[src/rtl/rr_requester.sv]
// rr_requester: per-channel job front end for the round-robin arbiter rr, plus a grant-protocol checker.
// Latency: handshake edge -> req next cycle; grant edge in REQ -> first beat next cycle; beat/done combinational on gnt.
// Backpressure: job_ready is low while a channel is busy; a missing grant in XFER stalls the burst without error.
//
// Ports:
//   clock      single clock, all state on posedge
//   reset      asynchronous, active-high; clears every channel and the error flag
//   job_valid  per-channel job offer
//   job_len    channel i burst length minus one at [i*LW +: LW]
//   job_ready  channel i is idle and can take a job (combinational from state)
//   req        registered request vector to rr
//   gnt        grant vector from rr, expected one-hot or zero
//   beat       channel i moves one beat this cycle (combinational)
//   done       channel i moves its final beat this cycle (combinational)
//   err        sticky grant-protocol violation flag (registered)
module rr_requester #(
    parameter int W  = 2,
    parameter int LW = 4
) (
    input  logic                  clock,
    input  logic                  reset,
    input  logic [2**W-1:0]       job_valid,
    input  logic [(2**W)*LW-1:0]  job_len,
    output logic [2**W-1:0]       job_ready,
    output logic [2**W-1:0]       req,
    input  logic [2**W-1:0]       gnt,
    output logic [2**W-1:0]       beat,
    output logic [2**W-1:0]       done,
    output logic                  err
);

    localparam int N = 2**W;

    typedef enum logic [1:0] {
        S_IDLE = 2'd0,
        S_REQ  = 2'd1,
        S_XFER = 2'd2
    } state_t;

    // ------------------------------------------------------------------
    // Per-channel FSM. Channels share nothing but the gnt input, so each
    // one is a fully independent instance of the same small machine.
    // ------------------------------------------------------------------
    for (genvar g = 0; g < N; g++) begin : g_ch
        state_t        r_state;
        state_t        w_state_nxt;
        logic [LW-1:0] r_cnt;
        logic [LW-1:0] w_cnt_nxt;
        logic          r_req;
        logic          w_ready;
        logic          w_beat;
        logic          w_done;
        logic          w_cnt_zero;

        assign w_cnt_zero = (r_cnt == '0);

        always_ff @(posedge clock or posedge reset) begin
            if (reset) begin
                r_state <= S_IDLE;
                r_cnt   <= '0;
                r_req   <= 1'b0;
            end else begin
                r_state <= w_state_nxt;
                r_cnt   <= w_cnt_nxt;
                // req is a flop that tracks "not idle next cycle", so it rises
                // the cycle after the handshake and falls at the edge that
                // closes the done cycle, guaranteeing at least one low cycle.
                r_req   <= (w_state_nxt != S_IDLE);
            end
        end

        always_comb begin
            w_state_nxt = r_state;
            w_cnt_nxt   = r_cnt;
            w_ready     = 1'b0;
            w_beat      = 1'b0;
            w_done      = 1'b0;

            unique case (r_state)
                S_IDLE: begin
                    w_ready = 1'b1;
                    if (job_valid[g]) begin
                        // Length is captured only here; later changes are ignored.
                        w_cnt_nxt   = job_len[g*LW +: LW];
                        w_state_nxt = S_REQ;
                    end
                end

                S_REQ: begin
                    // The first grant cycle only acknowledges; no data moves.
                    if (gnt[g]) begin
                        w_state_nxt = S_XFER;
                    end
                end

                S_XFER: begin
                    w_beat = gnt[g];
                    w_done = gnt[g] & w_cnt_zero;
                    if (gnt[g]) begin
                        if (w_cnt_zero) begin
                            w_state_nxt = S_IDLE;
                        end else begin
                            w_cnt_nxt = r_cnt - LW'(1);
                        end
                    end
                    // No grant: the beat stalls, cnt and req hold.
                end

                default: begin
                    w_state_nxt = S_IDLE;
                    w_cnt_nxt   = '0;
                end
            endcase
        end

        assign job_ready[g] = w_ready;
        assign req[g]       = r_req;
        assign beat[g]      = w_beat;
        assign done[g]      = w_done;
    end

    // ------------------------------------------------------------------
    // Grant checker. g & (g-1) clears the lowest set bit, so any bit left
    // over means more than one grant is high. A grant on a channel whose
    // registered req is low is an orphan grant. Either case latches err.
    // ------------------------------------------------------------------
    logic w_multi_gnt;
    logic w_orphan_gnt;
    logic r_err;

    assign w_multi_gnt  = |(gnt & (gnt - {{(N-1){1'b0}}, 1'b1}));
    assign w_orphan_gnt = |(gnt & ~req);

    always_ff @(posedge clock or posedge reset) begin
        if (reset) begin
            r_err <= 1'b0;
        end else if (w_multi_gnt || w_orphan_gnt) begin
            r_err <= 1'b1;
        end
    end

    assign err = r_err;

endmodule

[config.mk]
export PLATFORM = sky130hd
export DESIGN_NAME = rr_requester
export DESIGN_NICKNAME = d
export VERILOG_FILES = /design/src/rtl/rr_requester.sv
export SDC_FILE = /design/constraint.sdc
export NUM_CORES = 1
export LEC_CHECK = 0
export BUFFER_PORTS_ARGS = -buffer_cell sky130_fd_sc_hd__buf_2
export CORE_MARGIN = 3
export CORE_UTILIZATION = 54
export DETAILED_ROUTE_END_ITERATION = 8
export GPL_ROUTABILITY_DRIVEN = 0
export PLACE_DENSITY_LB_ADDON = 0.1
export SYNTH_ARGS = -nofsm -noshare
export SYNTH_HDL_FRONTEND = slang
export SYNTH_SLANG_ARGS = --single-unit
[constraint.sdc]
create_clock -name clock -period 1.8 [get_ports clock]
set_input_delay 0.36 -clock clock [delete_from_list [all_inputs] [get_ports clock]]
set_output_delay 0.36 -clock clock [all_outputs]
set_load 0.01 [all_outputs]
Word-level counts from Yosys, hierarchy flattened
Index checks and enable logic that the tools add are counted.

word-level totals
  bits of input ports = 26
  logic and storage cells = 116
  output and inout bits = 17
  register bits after elaboration = 29

cells by class
  bitwise operators = 11
  eq/ne operators = 20
  muxes and demuxes = 48
  reductions and logical operators = 19
  add/sub/neg operators = 5

operator list
  cell                                                                number
  4-bit two-way mux                                                   12
  4-bit case mux with 3 select lines                                  4
  2-bit two-way mux                                                   16
  2-bit inequality test, second input constant                        12
  2-bit case mux with 3 select lines                                  4
  4-bit by 1-bit subtractor with 4-bit output, second input constant  5
  4-bit logical NOT                                                   4
  4-bit AND reduction                                                 4
  1-bit two-way mux                                                   12
  4-bit bitwise AND                                                   2
  2-bit by 1-bit == test with 1-bit output, second input constant     4
  2-bit == test, second input constant                                4
  2-bit logical NOT                                                   4
  2-bit nonzero test                                                  4
  4-bit OR reduction                                                  2
  1-bit bitwise AND                                                   4
  1-bit inverter                                                      4
  4-bit inverter                                                      1
  1-bit logical OR                                                    1

Depth between registers and ports, before layout
  depth in word-level cells = 5
  depth in mapped cells = 6
  depth with buffers taken out = 6

Least setup slack after synthesis
No wires, ideal clock.

  path type = register -> output
  start = register g_ch[2].r_cnt[0]
  end = output port done[2]
  buffers on the path = 1
  arrival time = 1.310 ns
  setup slack = 0.130 ns
  required time = 1.440 ns
  stages on the path, launching flop included = 6
  path through = dfrtp_1 inv_1 ha_1 or3b_4 nor3_1 buf_4

between the ends
  word-level cells in the longest chain between the ends = 3

ends and longest elaborated chain
  item                    line  text
  start, declared         47    logic [LW-1:0] r_cnt;
  start signal, assigned  64    r_cnt <= w_cnt_nxt;
  4-bit logical NOT       55    assign w_cnt_zero = (r_cnt == '0);
  1-bit bitwise AND       98    w_done = gnt[g] & w_cnt_zero;
  1-bit two-way mux       79    unique case (r_state)
  end, declared           28    output logic [2**W-1:0] done,

No other way between the ends.

Worst setup path in the final report
  start = register g_ch[2].r_cnt[1]
  end = output port done[2]

Same word-level chain as after synthesis.

==> key figures <==
CTS
  • Skew-Pair Late Insertion Delay: 0.34 ns
  • CTS root buffer: clkbuf_4
  • CTS tree: built
  • TritonCTS Sinks: 29
  • Clock tree buffer depth: 2
  • CTS Hold Bufs: 0
  • H-tree levels: 2
  • Clk slew on worst S/H paths: approximately 0.10 ns
  • Total CTS buffers: 5

Synth
  • Syn Nets: 258
  • Synth Cell Area: 0.00195 mm²
  • Synth cell types: 44
  • Synth Flop Type: dfrtp_1
  • Post-synth top area share: 0.373
  • Top cells by area, synth: dfrtp_1 37%, buf_4 7.3%, nor2_1 5.0%
  • Avg Inst Size Synth: 8.62 µm²
  • Async SR Flop Fraction: 1.00
  • Synth area leader: dfrtp_1
  • Cells after Synth: 226
  • Yosys reg bits: 29
  • Seq/Total Area, Yosys: 0.373
  • Yosys synthesis warning count: 0
  • Number of synthesized flops with an enable pin: 0

Floorplan
  • Die Area: ~0.0044 mm²
  • DIE WIDTH: 66.1 µm
  • Ports: 43
  • Die Ht: ~66 µm
  • Starting Density: 0.570
  • Core Rows: 21
  • Core area: roughly 0.0034 mm²

Setup path
  • Critical path endpoint: done[2]
  • Slowest-stage cell, CP: dfrtp_1
  • CP max FO: 3
  • Worst endpoint data arrival time: ~1.6 ns
  • Cell breakdown of the critical path: inv_2, ha_1, or3b_4, nor3_2, buf_2
  • Buf/Inv on CP: 2
  • Worst path required time: around 1.4 ns
  • Reg2Reg Depth: 7
  • R2R Path End: g_ch[1].r_cnt[1]$_DFFE_PP0P_
  • Worst path max stage delay: between 0.4 and 0.5 ns
  • Reg-to-reg setup timing slack: 0.07 ns
  • RR Startpoint: g_ch[1].r_cnt[0]$_DFFE_PP0P_
  • Critical path type: register to primary output
  • Delay-heaviest family, CP: simple AND/OR/NAND/NOR gates
  • Worst Setup SP: g_ch[2].r_cnt[1]$_DFFE_PP0P_
  • Levels on crit path: 5
  • Startpoint types: register
  • Setup crit end kind: primary output

Layout
  • Util after Layout: 0.727
  • FILL cells: 270
  • Ant diodes: 0
  • Layout cells sized above 1: 0.411
  • Nets: 313
  • Multi-input logic area: 0.00108 mm²
  • Area grow syn2layout: 27.6%
  • Post-route insts no fill: 328
  • Register Area: 732 µm²

Route
  • Routed wire per std cell: roughly 14 µm
  • Initial drt markers: 144
  • First-pass DRT Iterations: 4
  • Vias: 1748
  • Residual DRC count: 0
  • Vias per inst: 5.33
  • WL final: 4680 µm
  • Post-route ant nets: 0

Outcome
  • Status: complete, but fails checks
  • Failing checks: negative setup slack

STA
  • Final-report max-slew violation count: 0
  • Final-report hold violation count: 0
  • Max Clk Rate: ~0.52 GHz
  • Final Skew: 0.00316 ns
  • Tightest Pin Transition: 0.427 ns
  • Final setup vio count: 3
  • Post-route worst setup slack: -0.129 ns
  • Fin Setup TNS: -0.226 ns
  • Period utilization: 1.07
  • Max-slew headroom: 0.715
  • RSZ-0062 raised after global routing: true
  • Min cycle time layout: 1.93 ns

Pwr
  • P_leak: 0.00119 µW
  • Cell area power density: 1720 mW/mm²
  • Peak supply drop: roughly 0.9 mV

Placed design
  • Setup Slack @ Placement: 0.111 ns
  • Dpl cells: around 300
  • Hpwl dp: 2950 µm
  • PortBufs: 42

GRT
  • Vias in the first global route: 1651
  • First-pass GRT wire length: 7550 µm
  • Grt ovf: 0
  • All-Layer GR Usage: 0.229
  • Initial antenna violation count: 0
  • Pin count of the biggest net entering global routing: 30

Hold path
  • Min-delay worst type: input port to async pin

Run
  • Max Cap Viol: 0
sequential cells by signal, indices dropped and copies added, names as in the netlist:
signal / cells
g_ch.r_req: 4
g_ch.r_state: 8
err: 1
g_ch.r_cnt: 16
power breakdown:
part,leakage (µW),total (µW),switching (µW),internal [µW]
clock,0.0000455,581,249,332
combinational,0.000799,2350,1100,1250
sequential,0.000348,1350,400,950
total,0.00119,4280,1750,2540
worst min-delay path by stage:
| stage | start | endpoint | slack (ns) | depth (start not counted) |
|---|---|---|---|---|
| final | reset | g_ch[2].r_cnt[0]$_DFFE_PP0P_ | 0.07 | 3 |
| after global routing | reset | g_ch[2].r_cnt[3]$_DFFE_PP0P_ | 0.09 | 3 |
| after CTS | reset | g_ch[0].r_state[1]$_DFF_PP0_ | 0.07 | 3 |
| after detailed placement | reset | g_ch[2].r_cnt[1]$_DFFE_PP0P_ | 0.45 | 3 |
| after global placement | reset | g_ch[2].r_cnt[1]$_DFFE_PP0P_ | 0.45 | 3 |
| after floorplan | reset | err$_DFFE_PP0P_ | 0.44 | 1 |
through the flow:
step / cell area [µm²] / hold slack, ns / power, µW
global placement: 2090 / 0.447 / 3020
finish: 2480 / 0.0743 / 4280
global route: 2480 / 0.0881 / 4630
CTS: 2390 / 0.0662 / 4030
detailed placement: 2090 / 0.450 / 3050
floorplan: 1950 / 0.438 / 2750
worst reg2reg max path, cell delays in order, from the launching register on:
cell and delay, ns:
dfrtp_1 0.39, inv_2 0.07, ha_4 0.16, nor3b_4 0.15, buf_4 0.13, nand2b_1 0.20, a21oi_2 0.20, mux2_1 0.33
final cells by class:
cell class,count,share of cell area
inverters,18,0.0272
well taps,46,0.0232
clock inverters,1,0.0121
clock buffers,7,0.0222
multi-input cells,155,0.437
repair buffers,72,0.184
flip-flops and latches,29,0.295
cells by family after synthesis:
family,count (synthesis),synth area share
compound gates,61,0.203
xor+xnor,5,0.0225
fa+ha+maj,6,0.0385
buf+inv,42,0.119
flops,29,0.373
mux,7,0.0373
simple gates,76,0.207
cell usage after synthesis (all sizes together) (3+ instances only):
cell and instances:
nand2 13, nand2b 12, a21oi 19, nor3b 3, nor2 26, o21bai 3, dfrtp 29, buf 22
and2 3, ha 6, o31ai 5, a32oi 3, nor3 6, o21ai 17, xnor2 3, nor2b 5
mux2i 5, inv 18
cells in the final DEF (no fill, tap or decap), drive strengths merged, types with 2 or more instances in the layout:
master / count
buf: 72
dfrtp: 29
nor2: 26
a21oi: 19
inv: 18
o21ai: 17
nand2: 13
nand2b: 12
clkbuf: 7
nor3: 6
ha: 6
mux2i: 5
o31ai: 5
nor2b: 5
nor3b: 3
xnor2: 3
a32oi: 3
and2: 3
o21bai: 3
and2b: 2
mux2: 2
nand3b: 2
a21bo: 2
o22ai: 2
a22oi: 2
xor2: 2
a2bb2oi: 2
layer usage:
metal	vias up	track usage	routed length [µm]
met4	0	0.104	65
li1	872	-	-
met1	827	0.293	2040
met5	-	0	0
met3	6	0.0561	222
met2	43	0.363	2350
timing repair:
action	4_1_cts	5_1_grt
setup endpoints to repair	5	11
gates resized for setup	19	18
pin swaps	6	2
setup buffers	22	5
Power figures use the tool's default switching activity.
